`config.mk`:
```
export PLATFORM = sky130hd
export DESIGN_NAME = event_reader_flat
export DESIGN_NICKNAME = d
export VERILOG_FILES = /design/src/rtl/event_reader_if.sv /design/src/rtl/event_reader.sv /design/src/flat_wrapper.sv
export SDC_FILE = /design/constraint.sdc
export NUM_CORES = 1
export LEC_CHECK = 0
export BUFFER_PORTS_ARGS = -buffer_cell sky130_fd_sc_hd__buf_2
export CORE_AREA = 2 2 105 87
export DETAILED_ROUTE_END_ITERATION = 8
export DIE_AREA = 0 0 107 89
export GPL_ROUTABILITY_DRIVEN = 0
export HOLD_SLACK_MARGIN = 0.06
export PLACE_DENSITY = 0.91
export SYNTH_ARGS = -nofsm -noshare
export SYNTH_HDL_FRONTEND = slang
export SYNTH_SLANG_ARGS = --single-unit
```
`constraint.sdc`:
```
create_clock -name clk -period 3.3 [get_ports clk]
set_input_delay 0.165 -clock clk [delete_from_list [all_inputs] [get_ports clk]]
set_output_delay 0.165 -clock clk [all_outputs]
set_load 0.02 [all_outputs]
```
`src/rtl/event_reader_if.sv`:
```
// Event-reader bus bundle: event FIFO read port plus the outgoing AXI-stream.
// The master side is the event reader; the slave side is the FIFO/stream environment.
interface event_reader_if #(
  parameter int COUNT_WIDTH = 16
);
  logic                   empty_i;
  logic [COUNT_WIDTH-1:0] rd_count_i;
  logic [63:0]            dout_i;
  logic                   rd_en_o;
  logic [63:0]            m_axis_tdata;
  logic                   m_axis_tvalid;
  logic                   m_axis_tready;
  logic                   m_axis_tlast;

  modport master (
    input  empty_i,
    input  rd_count_i,
    input  dout_i,
    input  m_axis_tready,
    output rd_en_o,
    output m_axis_tdata,
    output m_axis_tvalid,
    output m_axis_tlast
  );

  modport slave (
    output empty_i,
    output rd_count_i,
    output dout_i,
    output m_axis_tready,
    input  rd_en_o,
    input  m_axis_tdata,
    input  m_axis_tvalid,
    input  m_axis_tlast
  );
endinterface

```
`src/rtl/event_reader.sv`:
```
// Event reader: waits until a whole event is in the FIFO, then moves it word by
// word onto an AXI-stream, flagging the last word and counting finished events.
// Optional macro EVENT_HEADER_EN prepends a header beat {"MUON", event count}.
module event_reader #(
  parameter int WORDS_PER_EVENT = 16,
  parameter int COUNT_WIDTH     = 16
) (
  input  logic                clk,
  input  logic                reset,
  event_reader_if.master      bus,
  output logic                event_sent_o,
  output logic [31:0]         event_count_o
);

  localparam int CW = (WORDS_PER_EVENT > 1) ? $clog2(WORDS_PER_EVENT) : 1;
  localparam logic [CW-1:0] LAST_WORD = CW'(WORDS_PER_EVENT - 1);
  localparam logic [COUNT_WIDTH:0] THRESHOLD = (COUNT_WIDTH + 1)'(WORDS_PER_EVENT);
  localparam logic [31:0] HEADER_MAGIC = 32'h4D554F4E;

  typedef enum logic [2:0] {
    IDLE,
    HEADER,
    READ,
    LATCH,
    SEND,
    DONE
  } state_t;

  state_t        state;
  state_t        state_next;
  logic [CW-1:0] word_cnt;
  logic [63:0]   data_q;
  logic          event_ready;

  // The event is only started once every one of its words is already queued.
  assign event_ready = ({1'b0, bus.rd_count_i} >= THRESHOLD);

  // State register.
  always_ff @(posedge clk) begin
    if (reset) begin
      state <= IDLE;
    end else begin
      state <= state_next;
    end
  end

  // Next-state logic; rd_count_i is only consulted in IDLE so mid-event changes do nothing.
  always_comb begin
    state_next = state;
    case (state)
      IDLE: begin
        if (event_ready) begin
`ifdef EVENT_HEADER_EN
          state_next = HEADER;
`else
          state_next = READ;
`endif
        end
      end
      HEADER: begin
        if (bus.m_axis_tready) begin
          state_next = READ;
        end
      end
      READ: begin
        if (!bus.empty_i) begin
          state_next = LATCH;
        end
      end
      LATCH: begin
        state_next = SEND;
      end
      SEND: begin
        if (bus.m_axis_tready) begin
          state_next = (word_cnt == LAST_WORD) ? DONE : READ;
        end
      end
      DONE: begin
        state_next = IDLE;
      end
      default: begin
        state_next = IDLE;
      end
    endcase
  end

  // Outputs decoded from state; the read strobe is suppressed while reset is high.
  always_comb begin
    bus.rd_en_o       = (state == READ) && !bus.empty_i && !reset;
    bus.m_axis_tvalid = (state == SEND) || (state == HEADER);
    bus.m_axis_tlast  = (state == SEND) && (word_cnt == LAST_WORD);
    bus.m_axis_tdata  = data_q;
    event_sent_o      = (state == DONE);
`ifdef EVENT_HEADER_EN
    if (state == HEADER) begin
      bus.m_axis_tdata = {HEADER_MAGIC, event_count_o};
    end
`endif
  end

  // Datapath: capture FIFO data, advance the word index, count completed events.
  always_ff @(posedge clk) begin
    if (reset) begin
      word_cnt      <= '0;
      data_q        <= '0;
      event_count_o <= '0;
    end else begin
      if (state == LATCH) begin
        data_q <= bus.dout_i;
      end
      if ((state == SEND) && bus.m_axis_tready && (word_cnt != LAST_WORD)) begin
        word_cnt <= word_cnt + CW'(1);
      end
      if (state == DONE) begin
        word_cnt      <= '0;
        event_count_o <= event_count_o + 32'd1;
      end
    end
  end

endmodule

```
`src/flat_wrapper.sv`:
```
// flat-port wrapper written by rule: the top's interface ports become plain ports
module event_reader_flat 
#(
  parameter int WORDS_PER_EVENT = 16,
  parameter int COUNT_WIDTH     = 16
)
  (clk, reset, event_sent_o, event_count_o, bus_empty_i, bus_rd_count_i, bus_dout_i, bus_m_axis_tready, bus_rd_en_o, bus_m_axis_tdata, bus_m_axis_tvalid, bus_m_axis_tlast);
  event_reader_if #(.COUNT_WIDTH(COUNT_WIDTH)) bus_i ();
  input  logic clk;
  input  logic reset;
  output logic event_sent_o;
  output logic [31:0] event_count_o;
  input wire logic [$bits(bus_i.empty_i)-1:0] bus_empty_i;
  input wire logic [$bits(bus_i.rd_count_i)-1:0] bus_rd_count_i;
  input wire logic [$bits(bus_i.dout_i)-1:0] bus_dout_i;
  input wire logic [$bits(bus_i.m_axis_tready)-1:0] bus_m_axis_tready;
  output wire logic [$bits(bus_i.rd_en_o)-1:0] bus_rd_en_o;
  output wire logic [$bits(bus_i.m_axis_tdata)-1:0] bus_m_axis_tdata;
  output wire logic [$bits(bus_i.m_axis_tvalid)-1:0] bus_m_axis_tvalid;
  output wire logic [$bits(bus_i.m_axis_tlast)-1:0] bus_m_axis_tlast;
  assign bus_i.empty_i = bus_empty_i;
  assign bus_i.rd_count_i = bus_rd_count_i;
  assign bus_i.dout_i = bus_dout_i;
  assign bus_i.m_axis_tready = bus_m_axis_tready;
  assign bus_rd_en_o = bus_i.rd_en_o;
  assign bus_m_axis_tdata = bus_i.m_axis_tdata;
  assign bus_m_axis_tvalid = bus_i.m_axis_tvalid;
  assign bus_m_axis_tlast = bus_i.m_axis_tlast;
  event_reader #(.WORDS_PER_EVENT(WORDS_PER_EVENT), .COUNT_WIDTH(COUNT_WIDTH)) u_core (.clk(clk), .reset(reset), .bus(bus_i), .event_sent_o(event_sent_o), .event_count_o(event_count_o));
endmodule
```
==> qor.txt <==
status: finished clean
Yosys warnings: 0
Post-CTS Resized: 0
crit path max-delay cell type: or4_1
largest net degree at the start of global routing: 111
final wirelength: 13.01 mm
max-cap check violation count: 0
Iteration-0 DRC Markers: 320
Post-CTS Hold Fix Bufs: 63
syn_area_per_cell: 8.153 um^2
Worst Path Max Fanout: 20
Seq. cell area: 2062 um^2
worst reg2reg path depth: 4
Placed Cells: 772
Clock Sinks: 103
max_slew headroom: 20.73%
WHS Path Cells: 3
LEAKAGE: 2.545 nW
CP startpoint: u_core.state[2]$_SDFFE_PP0P_
CTS Buffer Depth: 2
die area: 9523 um^2
drt first pass iters: 5
DRT antenna net count: 0
Max IR drop VDD: 0.0002397 V
most frequent CP cell: or4_1
synth-to-layout area growth: 40.43%
vias: 4516
DRC errors left: 0
Inserted Clock Buffers: 9
required time worst endpoint: 3590 ps
Cells after Synth: 517
worst slew pin tran: 1189 ps
CP arrival: 2750 ps
post-synthesis cell type count: 39
final setup vio count: 0
clk_lat worst skew: 360 ps
vias in the first global route: 4299
CP Launch Type: register
setup_tns: 0 ps
Final Core Density: 70.72%
multi-input logic area: 1967 um^2
crit end category: register
Vias/cell: 5.307
clk_skew: 9.559 ps
FF+latch count, synth: 103
Final Max Tran Viols: 0
Post-CTS Setup Inserts: 0
Crit path largest cell delay: 850 ps
Synth top area share: 48.92%
HP Class: input port to register
Reg2Reg Setup Slack: 840 ps
fraction of layout cells with a size suffix above 1: 28.82%
Setup CP Type: register to register
H-tree levels: 3
setup repair after global routing missed its margin: false
first-pass GRT wire length: 19.76 mm
Nets: 820
CTS clk-pin slew, worst paths: 110 ps
num ports: 184
fraction of registers with async set/reset: 0%
Post-synth top flop: dfxtp_1
clk root buf: clkbuf_8
Die Height: 89 um
hold path startpoint: bus_dout_i[42]
Synth area leader: dfxtp_1
final worst path period need: 2461 ps
Final Hold Fails: 0
CTS tree: yes
Core Rows: 30
Layout fillers: 582
critical-path cell list: nand4b_2 -> or4_1 -> or4_1 -> a21oi_1
most frequent cell after synthesis: nand2_1
Initial Util: 50.36%
achievable clock frequency: 406.4 MHz
Hold WS: 88.34 ps
antenna violations before repair: 0
Die Span X: 107 um
period utilisation layout: 74.56%
Syn Std Cell Area: 4215 um^2
Hold Path Sink: u_core.bus.m_axis_tdata[42]$_SDFFE_PP0N_
pwr dens: 385.1 nW/um^2
Commonest cells post-synth: nand2_1, dfxtp_1, a21oi_1, nor2_1, clkbuf_1
total track usage: 25.90%
Worst R2R Start: u_core.state[2]$_SDFFE_PP0P_
final cell count without fillers: 851
ANT cells: 0
Core ar.: 8371 um^2
Buffers on Ports: 179
detailed placer's ending HPWL: 7.787 mm
synthesized net count: 603
WL/cell: 15.29 um
Seq/Total Area, Yosys: 48.92%
Area contributors post-synth: dfxtp_1, nand2_1, a21oi_1, nor2_1, clkbuf_1
FF-to-FF End: u_core.event_count_o[20]$_SDFFE_PP0P_
Post-synth EDFFs: 0
GRT overflow: 0
==> worst max path at each step <==
stage,depth (start not counted),end
after floorplan,6,u_core.event_count_o[25]$_SDFFE_PP0P_
after global placement,4,u_core.event_count_o[20]$_SDFFE_PP0P_
after detailed placement,4,u_core.event_count_o[20]$_SDFFE_PP0P_
after CTS,4,u_core.event_count_o[20]$_SDFFE_PP0P_
after global routing,4,u_core.event_count_o[20]$_SDFFE_PP0P_
final,4,u_core.event_count_o[20]$_SDFFE_PP0P_
==> per-stage QoR <==
stage               total power [mW]  worst slack (ps)  cell area [um^2]
global placement               1.455             939.3              5094
detailed placement             1.460             871.5              5094
global route                   2.364             617.5              5919
finish                         2.279             839.4              5919
floorplan                      1.387              1164              4215
CTS                            2.288             844.5              5919
==> where the power goes <==
part           switching [mW]  total, mW  internal [mW]
Sequential             0.0144       1.28           1.26
Clock                   0.462      0.779          0.317
Combinational           0.112      0.225          0.113
==> kinds of logic (layout without fill, tap and decap cells) <==
family                     count (synthesis)  count (layout)  share of synthesized area [%]
muxes                                     11              11                          2.879
adders and majority gates                  2               2                         0.5936
buffers and inverters                     42             264                          4.601
AOI/OAI and AO/OA                         96              96                          12.05
DFF                                      103             103                          48.92
and+or+nand+nor                          250             250                          28.26
xor gates and xnor gates                  13              13                          2.701
==> cell type report <==
| cell class | instances | area share, % |
|---|---|---|
| inverter | 5 | 0.3171 |
| clock buffer | 10 | 2.325 |
| timing repair buffer | 243 | 25.96 |
| multi-input combinational | 372 | 33.23 |
| sequential | 103 | 34.83 |
| tap | 112 | 2.367 |
| clock inverter | 6 | 0.9723 |
==> flip-flops by register name, indices dropped and copies added, names as in the netlist <==
| signal | flops |
|---|---|
| u_core.word_cnt | 4 |
| u_core.event_count_o | 32 |
| u_core.bus.m_axis_tdata | 64 |
| u_core.state | 3 |
==> worst max-delay path: cells and delay by family, from the launching register on <==
| kind | cells | cell delay [ps] |
|---|---|---|
| AO/OA/AOI/OAI | 1 | 140 |
| flip-flops | 1 | 590 |
| AND/OR/NAND/NOR | 3 | 1640 |
==> per-layer routing <==
metal  vias to the layer above  global-route usage, %  part of all wire (%)
met4                         0                  12.04                   3.6
met2                       199                  48.12                    52
met1                      2073                  28.25                    38
met5                         -                      0                     0
li1                       2192                      -                     -
met3                        52                  6.414                   6.0
==> cells in the final DEF, fill, tap and decap left out, types with 4 or more instances in the layout <==
cell           synthesis  layout
o21ai_0                5       5
buf_2                  6     178
mux2_1                 5       5
nor4_1                11      11
dlygate4sd3_1          0      63
or3_1                  4       4
nor2b_1                9       9
xor2_1                 7       7
a21oi_1               81      81
o31ai_1                8       8
nand3_1               12      12
or4_1                 11      11
mux2_2                 4       4
nand4_1                7       7
or2_2                  4       4
and4_1                 4       4
clkbuf_8               1      10
dfxtp_1              103     103
xnor2_1                6       6
nand2_1              141     141
nor2_1                29      28
inv_6                  0       4
inv_1                  5       5
nor3_1                 4       4
Power figures use the tool's default switching activity.
